### config.mk
export PLATFORM = sky130hd
export DESIGN_NAME = bcd_serial_add_ctrl
export DESIGN_NICKNAME = d
export VERILOG_FILES = /design/src/rtl/bcd_serial_add_ctrl_pkg.sv /design/src/rtl/bcd_serial_add_ctrl_digit_add.sv /design/src/rtl/bcd_serial_add_ctrl.sv
export SDC_FILE = /design/constraint.sdc
export NUM_CORES = 1
export LEC_CHECK = 0
export ABC_AREA = 1
export CAP_MARGIN = 30
export CORE_MARGIN = 1
export CORE_UTILIZATION = 40
export CTS_CLUSTER_DIAMETER = 30
export CTS_CLUSTER_SIZE = 20
export DETAILED_ROUTE_END_ITERATION = 12
export DONT_BUFFER_PORTS = 1
export PLACE_DENSITY_LB_ADDON = 0.08
export SETUP_SLACK_MARGIN = 0.15
export SLEW_MARGIN = 25
export SYNTH_ARGS = -nofsm -noshare
export SYNTH_HDL_FRONTEND = slang
export SYNTH_SLANG_ARGS = --single-unit
### constraint.sdc
create_clock -name clk -period 5.5 [get_ports clk]
set_clock_uncertainty 0.2 [all_clocks]
set_input_delay 0.55 -clock clk [delete_from_list [all_inputs] [get_ports clk]]
set_output_delay 0.55 -clock clk [all_outputs]
set_load 0.02 [all_outputs]
### src/rtl/bcd_serial_add_ctrl_pkg.sv
// bcd_serial_add_ctrl_pkg: shared types and constants for the serial BCD adder controller.
package bcd_serial_add_ctrl_pkg;

    typedef enum logic [1:0] {
        IDLE = 2'd0,
        ADD  = 2'd1,
        DONE = 2'd2
    } state_t;

    localparam int BCD_MAX  = 9;
    localparam int BCD_CORR = 6;

    function automatic int cnt_w(input int ndig);
        return (ndig / 2 > 2) ? $clog2(ndig / 2) : 1;
    endfunction

endpackage

### src/rtl/bcd_serial_add_ctrl_digit_add.sv
// bcd_digit_add: one decimal digit of a + b + cin with correction, carry-out and invalid-digit flag.
module bcd_digit_add
    import bcd_serial_add_ctrl_pkg::*;
(
    input  logic [3:0] a_d_i,
    input  logic [3:0] b_d_i,
    input  logic       cin_i,
    output logic [3:0] s_d_o,
    output logic       cout_o,
    output logic       err_d_o
);

    logic [4:0] t;
    logic [4:0] t_corr;

    assign t       = {1'b0, a_d_i} + {1'b0, b_d_i} + {4'b0, cin_i};
    assign t_corr  = t + 5'(BCD_CORR);
    assign cout_o  = t > 5'(BCD_MAX);
    assign s_d_o   = cout_o ? t_corr[3:0] : t[3:0];
    assign err_d_o = (a_d_i > 4'(BCD_MAX)) || (b_d_i > 4'(BCD_MAX));

endmodule

### src/rtl/bcd_serial_add_ctrl.sv
// bcd_serial_add_ctrl: adds two NDIG-digit packed-BCD operands one byte per clock through a shared
// two-digit adder, least-significant byte first, with valid/ready on both sides.
module bcd_serial_add_ctrl
    import bcd_serial_add_ctrl_pkg::*;
#(
    parameter int NDIG = 8
) (
    input  logic              clk,
    input  logic              rst,
    input  logic              in_valid,
    output logic              in_ready,
    input  logic [4*NDIG-1:0] in_a,
    input  logic [4*NDIG-1:0] in_b,
    input  logic              in_cin,
    output logic              out_valid,
    input  logic              out_ready,
    output logic [4*NDIG-1:0] out_sum,
    output logic              out_cout,
    output logic              out_err
);

    localparam int W  = 4 * NDIG;
    localparam int CW = cnt_w(NDIG);

    if ((NDIG < 2) || (NDIG % 2 != 0)) begin : g_bad_ndig
        $error("bcd_serial_add_ctrl: NDIG must be even and >= 2");
    end

    state_t          state_q, state_d;
    logic [W-1:0]    a_q, a_d, b_q, b_d, sum_q, sum_d, res_q, res_d;
    logic [CW-1:0]   cnt_q, cnt_d;
    logic            carry_q, carry_d, err_q, err_d;
    logic            rcout_q, rcout_d, rerr_q, rerr_d;
    logic [7:0]      byte_sum;
    logic            c0, c1, e0, e1, err_nx, last, accept;
    logic [W+7:0]    sum_cat;
    logic [W-1:0]    sum_nx;

    bcd_digit_add u_lo (
        .a_d_i   (a_q[3:0]),
        .b_d_i   (b_q[3:0]),
        .cin_i   (carry_q),
        .s_d_o   (byte_sum[3:0]),
        .cout_o  (c0),
        .err_d_o (e0)
    );

    bcd_digit_add u_hi (
        .a_d_i   (a_q[7:4]),
        .b_d_i   (b_q[7:4]),
        .cin_i   (c0),
        .s_d_o   (byte_sum[7:4]),
        .cout_o  (c1),
        .err_d_o (e1)
    );

    assign accept  = (state_q == IDLE) && in_valid;
    assign last    = cnt_q == CW'(NDIG / 2 - 1);
    assign err_nx  = err_q | e0 | e1;
    // Concatenate then shift so NDIG=2 needs no special-cased slice.
    assign sum_cat = {byte_sum, sum_q} >> 8;
    assign sum_nx  = sum_cat[W-1:0];

    always_ff @(posedge clk) begin
        if (rst) begin
            state_q <= IDLE;
            a_q     <= '0;
            b_q     <= '0;
            sum_q   <= '0;
            res_q   <= '0;
            cnt_q   <= '0;
            carry_q <= 1'b0;
            err_q   <= 1'b0;
            rcout_q <= 1'b0;
            rerr_q  <= 1'b0;
        end else begin
            state_q <= state_d;
            a_q     <= a_d;
            b_q     <= b_d;
            sum_q   <= sum_d;
            res_q   <= res_d;
            cnt_q   <= cnt_d;
            carry_q <= carry_d;
            err_q   <= err_d;
            rcout_q <= rcout_d;
            rerr_q  <= rerr_d;
        end
    end

    always_comb begin
        state_d = state_q;
        if (state_q == IDLE)
            state_d = in_valid ? ADD : IDLE;
        else if (state_q == ADD)
            state_d = last ? DONE : ADD;
        else if (state_q == DONE)
            state_d = out_ready ? IDLE : DONE;
        else
            state_d = IDLE;
    end

    // Result registers are loaded only on the final byte so the outputs hold outside DONE.
    always_comb begin
        a_d     = a_q;
        b_d     = b_q;
        sum_d   = sum_q;
        res_d   = res_q;
        cnt_d   = cnt_q;
        carry_d = carry_q;
        err_d   = err_q;
        rcout_d = rcout_q;
        rerr_d  = rerr_q;
        if (accept) begin
            a_d     = in_a;
            b_d     = in_b;
            carry_d = in_cin;
            cnt_d   = '0;
            err_d   = 1'b0;
        end else if (state_q == ADD) begin
            a_d     = a_q >> 8;
            b_d     = b_q >> 8;
            sum_d   = sum_nx;
            carry_d = c1;
            cnt_d   = cnt_q + CW'(1);
            err_d   = err_nx;
            res_d   = last ? sum_nx : res_q;
            rcout_d = last ? c1 : rcout_q;
            rerr_d  = last ? err_nx : rerr_q;
        end
    end

    always_comb begin
        in_ready  = state_q == IDLE;
        out_valid = state_q == DONE;
        out_sum   = res_q;
        out_cout  = rcout_q;
        out_err   = rerr_q;
    end

endmodule

==> reports/qor.txt <==
Number of synthesized register bits: 128
IO Port Bufs: 0
Cell Rows: 41
Area share of the largest cell type after synthesis: 48.03%
CP max FO: 5
CP Launch Type: flip-flop
CTS Root Cell: clkbuf_16
Final nets: 791
Fmax: 0.2248 GHz
Seq/Total Area, Yosys: 48.03%
MaxCap Viol Count: 0
WL per Instance: 14.95 µm
Min cycle time layout: 4.447 ns
Starting Density: 41.60%
Final routed DRC violation total: 0
Clk Latency, worst-skew pair: 0.41 ns
CP Data Arrival Time: 4.56 ns
Layout cell share with drive strength beyond 1: 5.270%
PD cells: 391.4 mW/mm²
CP peak stage delay: 0.46 ns
RSZ-0062 raised after global routing: no
Vias in the first global route: 4316
Total Wirelength: 13350 µm
GR Util met2: 31.58%
CP Class: flip-flop to flip-flop
Max_slew headroom: 42.95%
Data required time of the worst path: 5.62 ns
Dpl hpwl: 8647 µm
Final WS setup: 1.053 ns
Actual slew at the worst max-slew pin: 0.8537 ns
Clk sinks: 128
Pre-CTS setup slack: 1.113 ns
Yosys warns: 0
Grt peak-use layer: met2
Initial DRC Count: 246
Die area: 0.01380 mm²
First-pass GRT wire length: 21920 µm
Die W: 117.5 µm
Final Hold Violating Endpoints: 0
Fin. max-slew vios: 0
VDD IR max: 0.0002029 V
Via-to-Cell Ratio: 4.998
Reg clk slew, reported paths: 0.05 ns
N_diodes: 0
Fin crit share: 80.86%
Post-route ant nets: 0
Overflow after GRT: 0
Met3 Resource Use GR: 6.783%
Via count: 4463
Worst Hold Class: primary input to flip-flop
CTS buffer count: 17
Yosys cell types: 25
Commonest non-fill, non-tap cell in the layout: nand2_1
CP max-delay cell: fa_1
Met1 GRT Util: 26.06%
Core box area: 0.01282 mm²
Crit. End Element: flip-flop
P_leak: 0.002482 µW
Crit-path most repeated cell: nand2_1
Largest delay contributor family on the critical path: adder cells
Setup TNS: 0 ns
Initial antenna violation count: 0
Synth area leaders: dfxtp_1 48%, nand2_1 18%, a31oi_1 5.6%
Outcome: finished clean
Fill count: 1338
Synth area leader: dfxtp_1
Syn-to-layout area delta: 12.83%
Total track usage: 20.23%
Largest net degree at the start of global routing: 75
CTS tree: done
Final Setup Violations: 0
Mean area per synthesized cell: 7.400 µm²
PostCTS Resize Cnt: 0
Mapped Cells: 721
Mapped Nets: 804
I/O pin cnt: 105
Netlist Area Pre-Place: 0.005335 mm²
Buf/Inv on CP: 7
Clk buf depth: 2
RD Place Congestion: 0.7930
H-Tree Level Count: 4
Drt first pass iters: 4
Commonest cells after routing, fill and taps aside: 252 x nand2_1, 128 x dfxtp_1, 65 x nor2_1
Die extent in y: 117.5 µm
## cell type report
class / instances / area (µm²) / area share (%)
sequential: 128 / 2562 / 42.57
multi-input combinational: 506 / 2392 / 39.74
inverter: 44 / 165.2 / 2.744
timing repair buffer: 11 / 100.1 / 1.663
tap: 172 / 215.2 / 3.575
clock buffer: 26 / 479.2 / 7.961
clock inverter: 6 / 105.1 / 1.746
## sequential cells by signal, indices dropped and copies added (netlist names)
register and flops:
state_q 2, out_sum 32, carry_q 1, sum_q 24, b_q 32, out_err 1, err_q 1, cnt_q 2
out_cout 1, a_q 32
## per-layer routing
| layer | vias up | wire (µm) |
|---|---|---|
| met4 | 0 | 163 |
| met5 | - | 0 |
| met2 | 95 | 6093 |
| met3 | 15 | 751 |
| li1 | 2306 | - |
| met1 | 2047 | 6346 |
## power by group
| part | internal [µW] | switching [µW] |
|---|---|---|
| clock network | 734 | 384 |
| registers | 973 | 31.6 |
| logic | 78.5 | 155 |
| total | 1790 | 570 |
## logic make-up after synthesis
| family | after synthesis | share of synthesized area (%) |
|---|---|---|
| and+or+nand+nor | 352 | 25.94 |
| xor gates and xnor gates | 1 | 0.1642 |
| buffers and inverters | 87 | 7.223 |
| AOI/OAI and AO/OA | 139 | 14.80 |
| adders and majority gates | 14 | 3.846 |
| DFF | 128 | 48.03 |
## worst reg2reg max path, cell delays in order, from the launching register on
cell     delay (ns)
dfxtp_1        0.32
fa_1           0.46
fa_1           0.40
nand2_1        0.09
nand2_1        0.12
ha_1           0.25
inv_1          0.08
a21oi_1        0.04
a21oi_1        0.12
nand2_1        0.13
nand2_1        0.14
inv_1          0.07
fa_1           0.35
inv_1          0.09
fa_1           0.46
inv_1          0.10
ha_1           0.17
inv_1          0.06
nand2_1        0.10
inv_1          0.05
nand2_1        0.09
nand2_1        0.13
nand2_1        0.12
nand3_1        0.09
nand2_1        0.09
inv_1          0.03
## worst paths after layout
check	cells after the start	slack, ns	to	startpoint
setup / recovery	25	1.05	sum_q[29]$_SDFFE_PP0P_	a_q[0]$_SDFFE_PP0P_
hold / removal	1	0.03	b_q[17]$_SDFFE_PP0P_	rst
setup reg to reg	25	1.05	sum_q[29]$_SDFFE_PP0P_	a_q[0]$_SDFFE_PP0P_
hold reg to reg	2	0.25	b_q[31]$_SDFFE_PP0P_	b_q[31]$_SDFFE_PP0P_
## cells in the mapped netlist
cell type  instances
clkbuf_1          15
ha_1              10
inv_1             39
nor3b_1            1
dfxtp_1          128
nor2_2             2
inv_2              5
o21a_1             7
nor2_4             2
nor2_1            65
nand4_1            1
buf_4             10
o21ai_0           25
nand3_1           29
a31oi_1           48
a22o_1             1
nand2_1          252
xnor2_1            1
a211oi_1           2
a21oi_1           46
fa_1               4
o21ai_1            7
o21bai_1           3
buf_2             17
buf_1              1
## per-stage QoR
step	cells	hold slack, ns	total power, µW	instance area, µm²	util [%]
2_1_floorplan	721	0.2392	1208	5335	-
3_3_place_gp	854	0.2426	1242	5365	41.83
3_5_place_dp	854	0.2462	1252	5365	41.83
4_1_cts	893	0.0008175	2378	6020	46.94
5_1_grt	893	0.00008749	2461	6020	46.94
6_report	893	0.02780	2356	6020	46.94
## timing repair
item,4_1_cts,5_1_grt
hold endpoints to repair,15,0
setup buffers,0,0
hold buffers,7,0
No activity file was read; power rests on OpenSTA's default activity.
